**config.mk**
```make
export PLATFORM = sky130hd
export DESIGN_NAME = i2c_target_write_rx
export DESIGN_NICKNAME = d
export VERILOG_FILES = /design/src/rtl/i2c_target_write_rx_pkg.sv /design/src/rtl/i2c_bus_cond_detect.sv /design/src/rtl/i2c_target_write_rx.sv
export SDC_FILE = /design/constraint.sdc
export NUM_CORES = 1
export LEC_CHECK = 0
export CORE_MARGIN = 1
export CORE_UTILIZATION = 45
export CTS_CLUSTER_DIAMETER = 200
export DETAILED_ROUTE_END_ITERATION = 6
export GPL_TIMING_DRIVEN = 0
export PLACE_DENSITY = 0.7
export SYNTH_ARGS = -nofsm -noshare
export SYNTH_HDL_FRONTEND = slang
export SYNTH_SLANG_ARGS = --single-unit
```
**constraint.sdc**
```tcl
create_clock -name i_clk -period 1.56 [get_ports i_clk]
set_input_delay 0.39 -clock i_clk [delete_from_list [all_inputs] [get_ports i_clk]]
set_output_delay 0.39 -clock i_clk [all_outputs]
set_load 0.01 [all_outputs]
```
**src/rtl/i2c_target_write_rx_pkg.sv**
```systemverilog
// Shared definitions for the write-only I2C target: FSM encoding and bus levels.
package i2c_target_write_rx_pkg;

    typedef enum logic [2:0] {
        ST_IDLE     = 3'd0,
        ST_ADDR     = 3'd1,
        ST_ADDR_ACK = 3'd2,
        ST_DATA     = 3'd3,
        ST_DATA_ACK = 3'd4,
        ST_IGNORE   = 3'd5
    } state_t;

    localparam logic I2C_ACK      = 1'b0;
    localparam logic I2C_NACK     = 1'b1;
    localparam logic I2C_RW_WRITE = 1'b0;

    // True when an address byte selects this target for a write transfer.
    function automatic logic addr_hit(input logic [7:0] addr_byte, input logic [6:0] own_addr);
        return (addr_byte[7:1] == own_addr) && (addr_byte[0] == I2C_RW_WRITE);
    endfunction

endpackage

```
**src/rtl/i2c_bus_cond_detect.sv**
```systemverilog
// Pin synchronizers plus edge / START / STOP decode for SCL and SDA.
// Reusable by a master for arbitration and bus-busy tracking.
module i2c_bus_cond_detect #(
    parameter int SYNC_STAGES = 2
) (
    input  logic i_clk,
    input  logic i_rst_n,
    input  logic i_scl,
    input  logic i_sda,
    output logic scl_rise,
    output logic scl_fall,
    output logic sda_s,
    output logic start_det,
    output logic stop_det
);

    logic [SYNC_STAGES-1:0] scl_sync;
    logic [SYNC_STAGES-1:0] sda_sync;
    logic                   scl_prev;
    logic                   sda_prev;
    logic                   scl_s;
    logic                   scl_high;

    // Synchronizer chains and one history flop per pin; reset to an idle (high) bus.
    always_ff @(posedge i_clk or negedge i_rst_n) begin
        if (!i_rst_n) begin
            scl_sync <= '1;
            sda_sync <= '1;
            scl_prev <= 1'b1;
            sda_prev <= 1'b1;
        end else begin
            scl_sync <= {scl_sync[SYNC_STAGES-2:0], i_scl};
            sda_sync <= {sda_sync[SYNC_STAGES-2:0], i_sda};
            scl_prev <= scl_s;
            sda_prev <= sda_s;
        end
    end

    assign scl_s = scl_sync[SYNC_STAGES-1];
    assign sda_s = sda_sync[SYNC_STAGES-1];

    // SCL must be high in both samples, so a simultaneous SCL change never looks like START/STOP.
    assign scl_high  = scl_prev & scl_s;
    assign scl_rise  = ~scl_prev & scl_s;
    assign scl_fall  = scl_prev & ~scl_s;
    assign start_det = scl_high & sda_prev & ~sda_s;
    assign stop_det  = scl_high & ~sda_prev & sda_s;

endmodule

```
**src/rtl/i2c_target_write_rx.sv**
```systemverilog
// Write-only I2C target: ACKs its own address on write and strobes out each data byte.
module i2c_target_write_rx
    import i2c_target_write_rx_pkg::*;
#(
    parameter logic [6:0] TARGET_ADDR = 7'h42,
    parameter int         SYNC_STAGES = 2
) (
    input  logic       i_clk,
    input  logic       i_rst_n,
    input  logic       i_scl,
    input  logic       i_sda,
    output logic       o_sda_oe,
    output logic [7:0] o_data,
    output logic       o_data_valid,
    output logic       o_start,
    output logic       o_stop,
    output logic       o_busy,
    output logic       o_addr_match,
    output logic [2:0] o_dbg_state
);

    logic       scl_rise, scl_fall, sda_s, start_det, stop_det;
    state_t     state, state_next;
    logic [2:0] bit_cnt, bit_cnt_next;
    logic       bit_done, bit_done_next;
    logic [7:0] shift, shift_next, shift_in;
    logic [7:0] data_next;
    logic       sda_oe_next, valid_next, start_next, stop_next, busy_next, match_next;
    logic       byte_done, addr_ok;

    i2c_bus_cond_detect #(.SYNC_STAGES(SYNC_STAGES)) u_cond (
        .i_clk     (i_clk),
        .i_rst_n   (i_rst_n),
        .i_scl     (i_scl),
        .i_sda     (i_sda),
        .scl_rise  (scl_rise),
        .scl_fall  (scl_fall),
        .sda_s     (sda_s),
        .start_det (start_det),
        .stop_det  (stop_det)
    );

    assign shift_in    = {shift[6:0], sda_s};
    assign byte_done   = scl_rise && !bit_done && (bit_cnt == 3'd7);
    assign addr_ok     = addr_hit(shift_in, TARGET_ADDR);
    assign o_dbg_state = state;

    // State register.
    always_ff @(posedge i_clk or negedge i_rst_n) begin
        if (!i_rst_n) state <= ST_IDLE;
        else          state <= state_next;
    end

    // Next state: START/STOP override everything; ACK states leave on the second SCL fall.
    always_comb begin
        state_next = state;
        if (start_det) begin
            state_next = ST_ADDR;
        end else if (stop_det) begin
            state_next = ST_IDLE;
        end else begin
            case (state)
                ST_ADDR:     if (byte_done) state_next = addr_ok ? ST_ADDR_ACK : ST_IGNORE;
                ST_DATA:     if (byte_done) state_next = ST_DATA_ACK;
                ST_ADDR_ACK,
                ST_DATA_ACK: if (scl_fall && o_sda_oe) state_next = ST_DATA;
                default:     state_next = state;
            endcase
        end
    end

    // Outputs and datapath next values; o_sda_oe itself marks which half of the ACK we are in.
    always_comb begin
        sda_oe_next   = o_sda_oe;
        data_next     = o_data;
        valid_next    = 1'b0;
        start_next    = 1'b0;
        stop_next     = 1'b0;
        busy_next     = o_busy;
        match_next    = o_addr_match;
        bit_cnt_next  = bit_cnt;
        bit_done_next = bit_done;
        shift_next    = shift;
        if (start_det) begin
            sda_oe_next   = 1'b0;
            match_next    = 1'b0;
            busy_next     = 1'b1;
            start_next    = 1'b1;
            bit_cnt_next  = 3'd0;
            bit_done_next = 1'b0;
            shift_next    = 8'd0;
        end else if (stop_det) begin
            sda_oe_next   = 1'b0;
            match_next    = 1'b0;
            busy_next     = 1'b0;
            stop_next     = 1'b1;
            bit_cnt_next  = 3'd0;
            bit_done_next = 1'b0;
        end else begin
            case (state)
                ST_ADDR, ST_DATA: begin
                    if (scl_rise && !bit_done) begin
                        shift_next   = shift_in;
                        bit_cnt_next = bit_cnt + 3'd1;
                        if (bit_cnt == 3'd7) bit_done_next = 1'b1;
                    end
                    if (byte_done && state == ST_ADDR && addr_ok) match_next = 1'b1;
                    if (byte_done && state == ST_DATA) begin
                        data_next  = shift_in;
                        valid_next = 1'b1;
                    end
                end
                ST_ADDR_ACK, ST_DATA_ACK: begin
                    if (scl_fall) begin
                        if (!o_sda_oe) begin
                            sda_oe_next = (I2C_ACK == 1'b0);
                        end else begin
                            sda_oe_next   = 1'b0;
                            bit_cnt_next  = 3'd0;
                            bit_done_next = 1'b0;
                        end
                    end
                end
                default: ;
            endcase
        end
    end

    // Register outputs and datapath so every output is glitch-free.
    always_ff @(posedge i_clk or negedge i_rst_n) begin
        if (!i_rst_n) begin
            o_sda_oe     <= 1'b0;
            o_data       <= 8'd0;
            o_data_valid <= 1'b0;
            o_start      <= 1'b0;
            o_stop       <= 1'b0;
            o_busy       <= 1'b0;
            o_addr_match <= 1'b0;
            bit_cnt      <= 3'd0;
            bit_done     <= 1'b0;
            shift        <= 8'd0;
        end else begin
            o_sda_oe     <= sda_oe_next;
            o_data       <= data_next;
            o_data_valid <= valid_next;
            o_start      <= start_next;
            o_stop       <= stop_next;
            o_busy       <= busy_next;
            o_addr_match <= match_next;
            bit_cnt      <= bit_cnt_next;
            bit_done     <= bit_done_next;
            shift        <= shift_next;
        end
    end

endmodule

```
-- After elaboration in Yosys (flattened, before gate mapping)
Cells that the tools add are included.
- register bits after elaboration: 34
- output and inout bits: 17
- word-level logic and storage cells: 111
- $add $sub $neg: 1
- equal/unequal tests: 14
- muxes and demuxes: 42
- bitwise logic cells: 13
- reductions and logical operators: 26
- operators with widths (cell ; number):
    2-to-1 mux 3 bit ; 11
    2-to-1 mux 7 bit ; 4
    inequality test 4 bit, second input constant ; 7
    2-to-1 mux 1 bit ; 24
    AND reduction 4 bit ; 3
    nonzero test 3 bit ; 4
    case mux 3 bit (3 select lines) ; 1
    bitwise AND 1 bit ; 7
    equality test 7 bit, second input constant ; 1
    logical AND 1 bit ; 7
    equality test 3 x 2 -> 1 bit, second input constant ; 2
    equality test 3 bit, second input constant ; 2
    NOT 1 bit ; 6
    case mux 3 bit (2 select lines) ; 1
    nonzero test 2 bit ; 3
    AND reduction 5 bit ; 1
    nonzero test 5 bit ; 1
    AND reduction 2 bit ; 2
    nonzero test 4 bit ; 1
    OR reduction 2 bit ; 2
    adder 3 x 1 -> 3 bit, second input constant ; 1
    equality test 3 x 1 -> 1 bit, second input constant ; 1
    AND reduction 3 bit ; 1
    inequality test 2 bit, second input constant ; 1
    other kinds (2) ; 2

-- Longest topological paths before layout
Gate-level depths: netlist of the first run.
- depth in word-level cells: 10
- depth in mapped cells: 7

-- By module
A second synthesis of the first run with hierarchy kept.
- cell total of the unflattened synthesis: 120
- area total of the unflattened synthesis: 1480.2 µm²
- modules (own cells, without submodules) (module ; times used ; cells each ; area each (µm²) ; sequential area each (µm²)):
    i2c_target_write_rx ; 1 ; 110 ; 1290.0 ; 700.7
    i2c_bus_cond_detect ; 1 ; 10 ; 190.2 ; 157.7

-- Worst setup path after synthesis of the first run
OpenSTA, ideal clock, no wires.
- path kind: register to register
- start: register state[1], in the netlist o_dbg_state[1]
- end: register state[0], in the netlist o_dbg_state[0]
- library setup time: 0.079 ns
- data arrival time: 1.512 ns
- data required time: 1.481 ns
- path slack: -0.032 ns
- cell stages (with the launch flop): 6
- clock period less this slack: 1.592 ns
- cell sequence: dfrtp_1 > buf_6 > xnor2_1 > and4bb_4 > nor3_1 > mux2i_1
- cells in the longest elaborated chain, start to end: 5
- ends and longest elaborated chain (what ; RTL line ; source):
    start, declared ; i2c_target_write_rx.sv:23 ; state_t state, state_next;
    start signal, assigned ; i2c_target_write_rx.sv:51 ; else state <= state_next;
    equality test 3 x 2 -> 1 bit or equality test 3 bit (tied branches) ; i2c_target_write_rx.sv:62 ; case (state)
    OR reduction 2 bit ; i2c_target_write_rx.sv:62 ;
    case mux 3 bit (3 select lines) ; i2c_target_write_rx.sv:62 ;
    2-to-1 mux 3 bit ; i2c_target_write_rx.sv:59 ; end else if (stop_det) begin
    2-to-1 mux 3 bit ; i2c_target_write_rx.sv:57 ; if (start_det) begin
Parallel ways exist; a longest one is shown, timed or not.
A chain may end at the register's enable or synchronous reset.

-- Final worst setup path of the first run
- start: register bit_cnt[0]
- end: register o_data[1]
- cells in the longest elaborated chain, start to end: 4
- ends and longest elaborated chain (what ; RTL line ; source):
    start, declared ; i2c_target_write_rx.sv:24 ; logic [2:0] bit_cnt, bit_cnt_next;
    start signal, assigned ; i2c_target_write_rx.sv:150 ; bit_cnt <= bit_cnt_next;
    equality test 3 bit ; i2c_target_write_rx.sv:44 ; assign byte_done = scl_rise && !bit_done && (bit_cnt == 3'd7);
    logical AND 1 bit ; i2c_target_write_rx.sv:44 ;
    logical AND 1 bit ; i2c_target_write_rx.sv:108 ; if (byte_done && state == ST_DATA) begin
    AND reduction 4 bit (no line) ; - ;
    end signal, assigned ; i2c_target_write_rx.sv:144 ; o_data <= data_next;
    end, declared ; i2c_target_write_rx.sv:13 ; output logic [7:0] o_data,
No other way between the ends.

==> flow_summary.json, run 1 <==
{
  "outcome": "finished with violations",
  "violations": "setup timing",
  "worstRegToRegCells": 6,
  "clock-sinks": 34,
  "first_pass_iters": 4,
  "hp-class": "primary input to asynchronous set/reset pin",
  "synth_top_family_by_area": "simple AND/OR/NAND/NOR gates",
  "slew_viol_final": 0,
  "wl_um": 3010,
  "cts-root-buf": "clkbuf_4",
  "crit_path_end_kind": "flip-flop",
  "die-area_um2": 3550,
  "fillCellCount": 257,
  "port_buffers": 20,
  "netlist_area_um2": 1490,
  "grt.overflow.total": 0,
  "tightest_slew_ns": 0.744,
  "crit_slowest_cell": "dfrtp_1",
  "drive_gt1_frac": 0.376,
  "rsz0062_at_grt": "true",
  "timing_hold_violations_final": 0,
  "crit_fanout": 5,
  "cts.path.max_buffers": 2,
  "finClkSkew_ns": 0.00986,
  "synth.area.mux_share": 0.0671,
  "synth_compound_area_frac": 0.0940,
  "die_width_um": 59.6,
  "cts_tree": "done",
  "timing.slew.headroom": 0.504,
  "register_area_um2": 861,
  "avgSynthCellArea_um2": 11.9,
  "p_leak_nw": 0.979,
  "synth.distinct_cells": 37,
  "holdBufCountCts": 0,
  "p_total_mw": 1.93,
  "post_drt_wl_per_cell_um": 14.4,
  "fin_area_um2": 1980,
  "num-nets-final": 170,
  "path_class": "flip-flop to flip-flop",
  "clock_latency_ns": 0.34,
  "first_iter_violations": 26,
  "grt_pass1_vias": 1087,
  "synthCells": 125,
  "timing.max_cap.violations": 0,
  "avgViaCountPerCell": 5.15,
  "setup_ws_ns": -0.0937,
  "io_pins": 21,
  "gp_congestion": 0.797,
  "path_common_cell": "ha_1",
  "h-tree-depth": 2,
  "core_area_um2": 3100,
  "start_util": 0.481,
  "grtUsageTotal": 0.194,
  "synth.net_count": 131,
  "multiInputGateArea_um2": 658,
  "cts-buffers-inserted": 5,
  "grt_max_degree": 35,
  "min_period_ns": 1.65,
  "final_cell_mix": "dfrtp_1, nand2_1, dlygate4sd2_1",
  "setup.worst_path.start_class": "flip-flop",
  "setup_violations": 10,
  "yosysSeqAreaShare": 0.576,
  "synth_seq_cells": 34,
  "slowest_delay_ns": 0.37,
  "ys_warn_count": 0,
  "final_common_cell": "dfrtp_1",
  "clk_pin_slew_ns": 0.10,
  "worstPathArrival_ns": 1.89,
  "synth_fa_ha_area_frac": 0.0168,
  "num_rows": 20,
  "place_area_um2": 1750,
  "antenna_found_initial": 0,
  "cp.required_ns": 1.79,
  "antennaDiodeCount": 0,
  "max_clock_freq_ghz": 0.605,
  "ir_drop_mv": 0.586,
  "post-route-period-util": 1.06,
  "grt_pass1_wl_um": 4860,
  "p_per_area_nw_per_um2": 976,
  "drc": 0,
  "synth_simple_gate_area_share": 0.183,
  "die_h_um": 59.6,
  "synth_xor_area_frac": 0.0176,
  "path_cells": "ha_1 > ha_1 > nand4bb_1 > or3_4 > buf_6 > mux2_2",
  "area.growth.synth_to_final_pct": 32.9,
  "ant_nets": 0,
  "vias": 1077,
  "dpl.hpwl_um": 1890
}
[layout make-up]
| class | count | area share |
|---|---|---|
| multi-input cells | 79 | 0.332 |
| inverters | 8 | 0.0152 |
| plain buffers | 4 | 0.0208 |
| clock inverters | 1 | 0.00253 |
| clock buffers | 7 | 0.0278 |
| repair buffers | 32 | 0.140 |
| well taps | 44 | 0.0278 |
| flip-flops and latches | 34 | 0.434 |
[registers in the layout, indices dropped and copies added, names as in the netlist]
name             flops
u_cond.sda_sync      2
o_stop               1
o_busy               1
bit_cnt              3
shift                7
o_start              1
u_cond.scl_sync      2
o_dbg_state          3
o_data               8
o_data_valid         1
bit_done             1
u_cond.sda_prev      1
o_addr_match         1
u_cond.scl_prev      1
o_sda_oe             1
[logic make-up (layout without fill, tap and decap cells)]
family | after synthesis | after routing
AOI/OAI and AO/OA | 20 | 20
adders and majority gates | 2 | 2
and+or+nand+nor | 45 | 45
DFF | 34 | 34
muxes | 9 | 9
xor gates and xnor gates | 3 | 3
buffers and inverters | 12 | 52
[per-layer routing]
metal,wire (um),GRT usage,up-vias
met5,0,0,-
met4,43,0.0797,0
met3,119,0.0742,4
met2,1500,0.313,18
met1,1350,0.233,544
li1,-,-,511
[path summary, 6_finish.rpt]
path | start | endpoint | slack [ns]
worst max-delay path | bit_cnt[0] | o_data[1] | -0.09
worst min-delay path | i_rst_n | o_data_valid | 0.1
worst min register to register | u_cond.sda_sync[0] | u_cond.sda_sync[1] | 0.36
worst max register to register | bit_cnt[0] | o_data[1] | -0.09
min in group i_clk | u_cond.sda_sync[0] | u_cond.sda_sync[1] | 0.36
max in group asynchronous | i_rst_n | o_dbg_state[0] | 0.95
[what timing repair did]
item	in CTS	in global routing
gates resized for setup	33	6
endpoints found under the setup margin	40	21
pin swaps	3	7
gates cloned	1	0
buffers inserted	9	2
[where the power goes]
group	switching (mW)	internal [mW]	leakage, nW
clock	0.292	0.218	0.0353
combinational	0.167	0.172	0.506
sequential	0.102	0.982	0.438
total	0.561	1.37	0.979
[cells in the mapped netlist]
cell,instances,area [um^2]
or3_1,1,6.26
a31oi_1,1,6.26
nand4bb_1,1,11.3
and4bb_4,1,16.3
buf_6,3,33.8
nor3_1,1,5.00
o21ai_1,3,15.0
nand2b_2,1,8.76
nor4b_1,2,17.5
dfstp_2,6,158
mux2_2,8,90.1
xnor2_1,2,17.5
buf_2,1,5.00
inv_1,8,30.0
nand4_1,2,12.5
nand3_1,1,5.00
or3_4,1,11.3
a211oi_2,1,12.5
dfrtp_1,28,701
o21ai_0,8,40.0
o211ai_1,1,7.51
a2bb2o_4,1,20.0
ha_1,2,25.0
nand2_1,23,86.3
nor4b_4,1,23.8
or2_2,1,6.26
nor3b_1,1,7.51
a21oi_1,1,5.00
xor2_1,1,8.76
and2b_2,3,26.3
a221oi_1,1,8.76
nand4b_1,2,17.5
mux2i_1,1,10.0
a21o_1,1,7.51
o41ai_1,1,8.76
o2bb2ai_1,1,8.76
nor2_1,3,11.3
[critical path: cells and delay by family (launching register included)]
kind,cells,cell delay [ns]
buffers and inverters,1,0.15
and+or+nand+nor,2,0.50
adders and majority gates,2,0.28
DFF,1,0.37
muxes,1,0.26
[stage by stage]
step | instances | hold WS [ns] | util | TNS [ns] | setup WS (ns)
after global placement | 189 | 0.346 | 0.565 | -18.05 | -0.640
after detailed placement | 189 | 0.348 | 0.563 | -2.49 | -0.161
final | 209 | 0.100 | 0.639 | -0.714 | -0.0937
after floorplan | 125 | 0.0944 | - | -0.0141 | -0.00177
after CTS | 207 | 0.119 | 0.623 | -1.11 | -0.0980
after global routing | 209 | 0.150 | 0.639 | -1.69 | -0.171
No activity file was read; power rests on OpenSTA's default activity.
==> inputs of run 2 (changes only) <==
CTS_CLUSTER_DIAMETER = 30   (was 200)
==> results of run 2 <==
No change in the layout: final DEF, timing and power equal those of run 1.
==> inputs of run 3 (changes only) <==
PLACE_DENSITY = 0.68   (was 0.7)
clock period = 1.9 ns   (was 1.56 ns; I/O delays follow)
==> run 3 against run 2 <==
  * The run now ends clean
  * Final cell count fell by 5.7%
  * Die area unchanged
  * Largest cell class unchanged
  * Critical path type is now flip-flop to output port
  * Largest power group unchanged
  * Highest routed layer unchanged
  * Worst setup slack improved by 0.16 ns
  * Clock skew increased by 0.0085 ns
==> flow_summary.json, run 3 (synthesis gave the netlist of run 1 again) <==
{
  "finClkSkew_ns": 0.0184,
  "tightest_slew_ns": 0.725,
  "vias": 1015,
  "final_common_cell": "dfrtp_1",
  "setup_violations": 0,
  "grt_pass1_wl_um": 4740,
  "crit_path_end_kind": "output port",
  "largest_register": "o_data",
  "slowest_delay_ns": 0.56,
  "p_leak_nw": 0.824,
  "setup_ws_ns": 0.0662,
  "grt.overflow.total": 0,
  "cts_tree": "done",
  "outcome": "completed",
  "avgViaCountPerCell": 5.15,
  "num-nets-final": 158,
  "dpl.hpwl_um": 1940,
  "slew_viol_final": 0,
  "die_h_um": 59.6,
  "r2r_end": "o_dbg_state[1]",
  "h-tree-depth": 2,
  "timing.slew.headroom": 0.517,
  "antennaDiodeCount": 0,
  "area.growth.synth_to_final_pct": 20.7,
  "cts.path.max_buffers": 2,
  "reg_top3": "o_data x8, shift x7",
  "cp.required_ns": 1.42,
  "cts-root-buf": "clkbuf_4",
  "io_pins": 21,
  "core_area_um2": 3100,
  "clock_latency_ns": 0.35,
  "r2r_setup_slack_ns": 0.12,
  "path_class": "flip-flop to output port",
  "min_period_ns": 1.83,
  "gp_congestion": 0.805,
  "die_width_um": 59.6,
  "final_cell_mix": "dfrtp_1, nand2_1, clkdlybuf4s50_1",
  "clk_pin_slew_ns": 0.11,
  "crit_slowest_cell": "clkdlybuf4s50_1",
  "path_buf_inv": 1,
  "crit_fanout": 8,
  "first_iter_violations": 15,
  "max_clock_freq_ghz": 0.545,
  "rsz0062_at_grt": "false",
  "wl_um": 2790,
  "hp-class": "primary input to asynchronous set/reset pin",
  "timing.max_cap.violations": 0,
  "p_per_area_nw_per_um2": 815,
  "post-route-period-util": 0.965,
  "port_buffers": 20,
  "grtUsageTotal": 0.189,
  "clock-sinks": 34,
  "worstRegToRegCells": 4,
  "ir_drop_mv": 0.529,
  "critPathTopFamily": "buffers and inverters",
  "setup.worst_path.start_class": "flip-flop",
  "timing_hold_violations_final": 0,
  "place_area_um2": 1740,
  "grt_max_degree": 35,
  "reg2reg_from": "shift[0]",
  "largest_reg_flops": 8,
  "path_cells": "clkdlybuf4s50_1",
  "grt_pass1_vias": 1033,
  "pre_cts_ws_ns": 0.117,
  "antenna_found_initial": 0,
  "ant_nets": 0,
  "drive_gt1_frac": 0.255,
  "fin_area_um2": 1800,
  "first_pass_iters": 4,
  "drc": 0,
  "cts-buffers-inserted": 5,
  "die-area_um2": 3550,
  "post_drt_wl_per_cell_um": 14.2,
  "num_rows": 20,
  "start_util": 0.481,
  "worstPathArrival_ns": 1.36
}
==> run 3: what timing repair did <==
| action | in CTS | in global routing |
|---|---|---|
| setup endpoints to repair | 2 | 1 |
| hold buffers | 0 | 0 |
| resized for setup | 2 | 1 |
| buffers inserted | 0 | 0 |
| pin swaps | 0 | 0 |
==> run 3: cell type report <==
cell class | count | area (um^2)
fill | 303 | 1300
tap | 44 | 55.1
timing repair buffer | 20 | 195
inverter | 8 | 30.0
clock inverter | 2 | 10.0
sequential | 34 | 861
clock buffer | 6 | 41.3
buffer | 4 | 38.8
multi-input combinational | 79 | 569
==> run 3: where the power goes <==
| group | switching, mW | internal [mW] |
|---|---|---|
| Combinational | 0.110 | 0.0957 |
| Sequential | 0.0732 | 0.807 |
| Clock | 0.241 | 0.141 |
==> run 3: worst max-delay path by stage <==
stage	depth (start not counted)	to	slack, ns	start
final	1	o_dbg_state[0]	0.07	o_dbg_state[0]
after global routing	4	o_dbg_state[2]	0.02	shift[0]
after CTS	5	o_dbg_state[0]	0.05	o_dbg_state[1]
after detailed placement	5	o_dbg_state[0]	0.12	o_dbg_state[1]
after global placement	1	o_data[0]	-0.26	i_rst_n
after floorplan	5	o_dbg_state[0]	0.31	o_dbg_state[1]
==> run 3: stage by stage <==
stage	std cells	power (mW)	util	hold slack [ns]	setup TNS, ns
detailed placement	189	1.10	0.561	0.347	0
floorplan	125	1.01	-	0.179	0
CTS	197	1.48	0.579	0.193	0
finish	197	1.47	0.580	0.171	0
global placement	189	1.08	0.563	0.346	-7.38
global route	197	1.55	0.580	0.220	0
==> run 3: per-layer routing <==
metal  vias up  routed length (um)  share of wire  global-route usage
li1        481                   -              -                   -
met1       504                1270           0.45               0.227
met2        21                1340           0.48               0.302
met3         9                 105          0.038              0.0480
met4         0                  78          0.028               0.120
met5         -                   0              0                   0
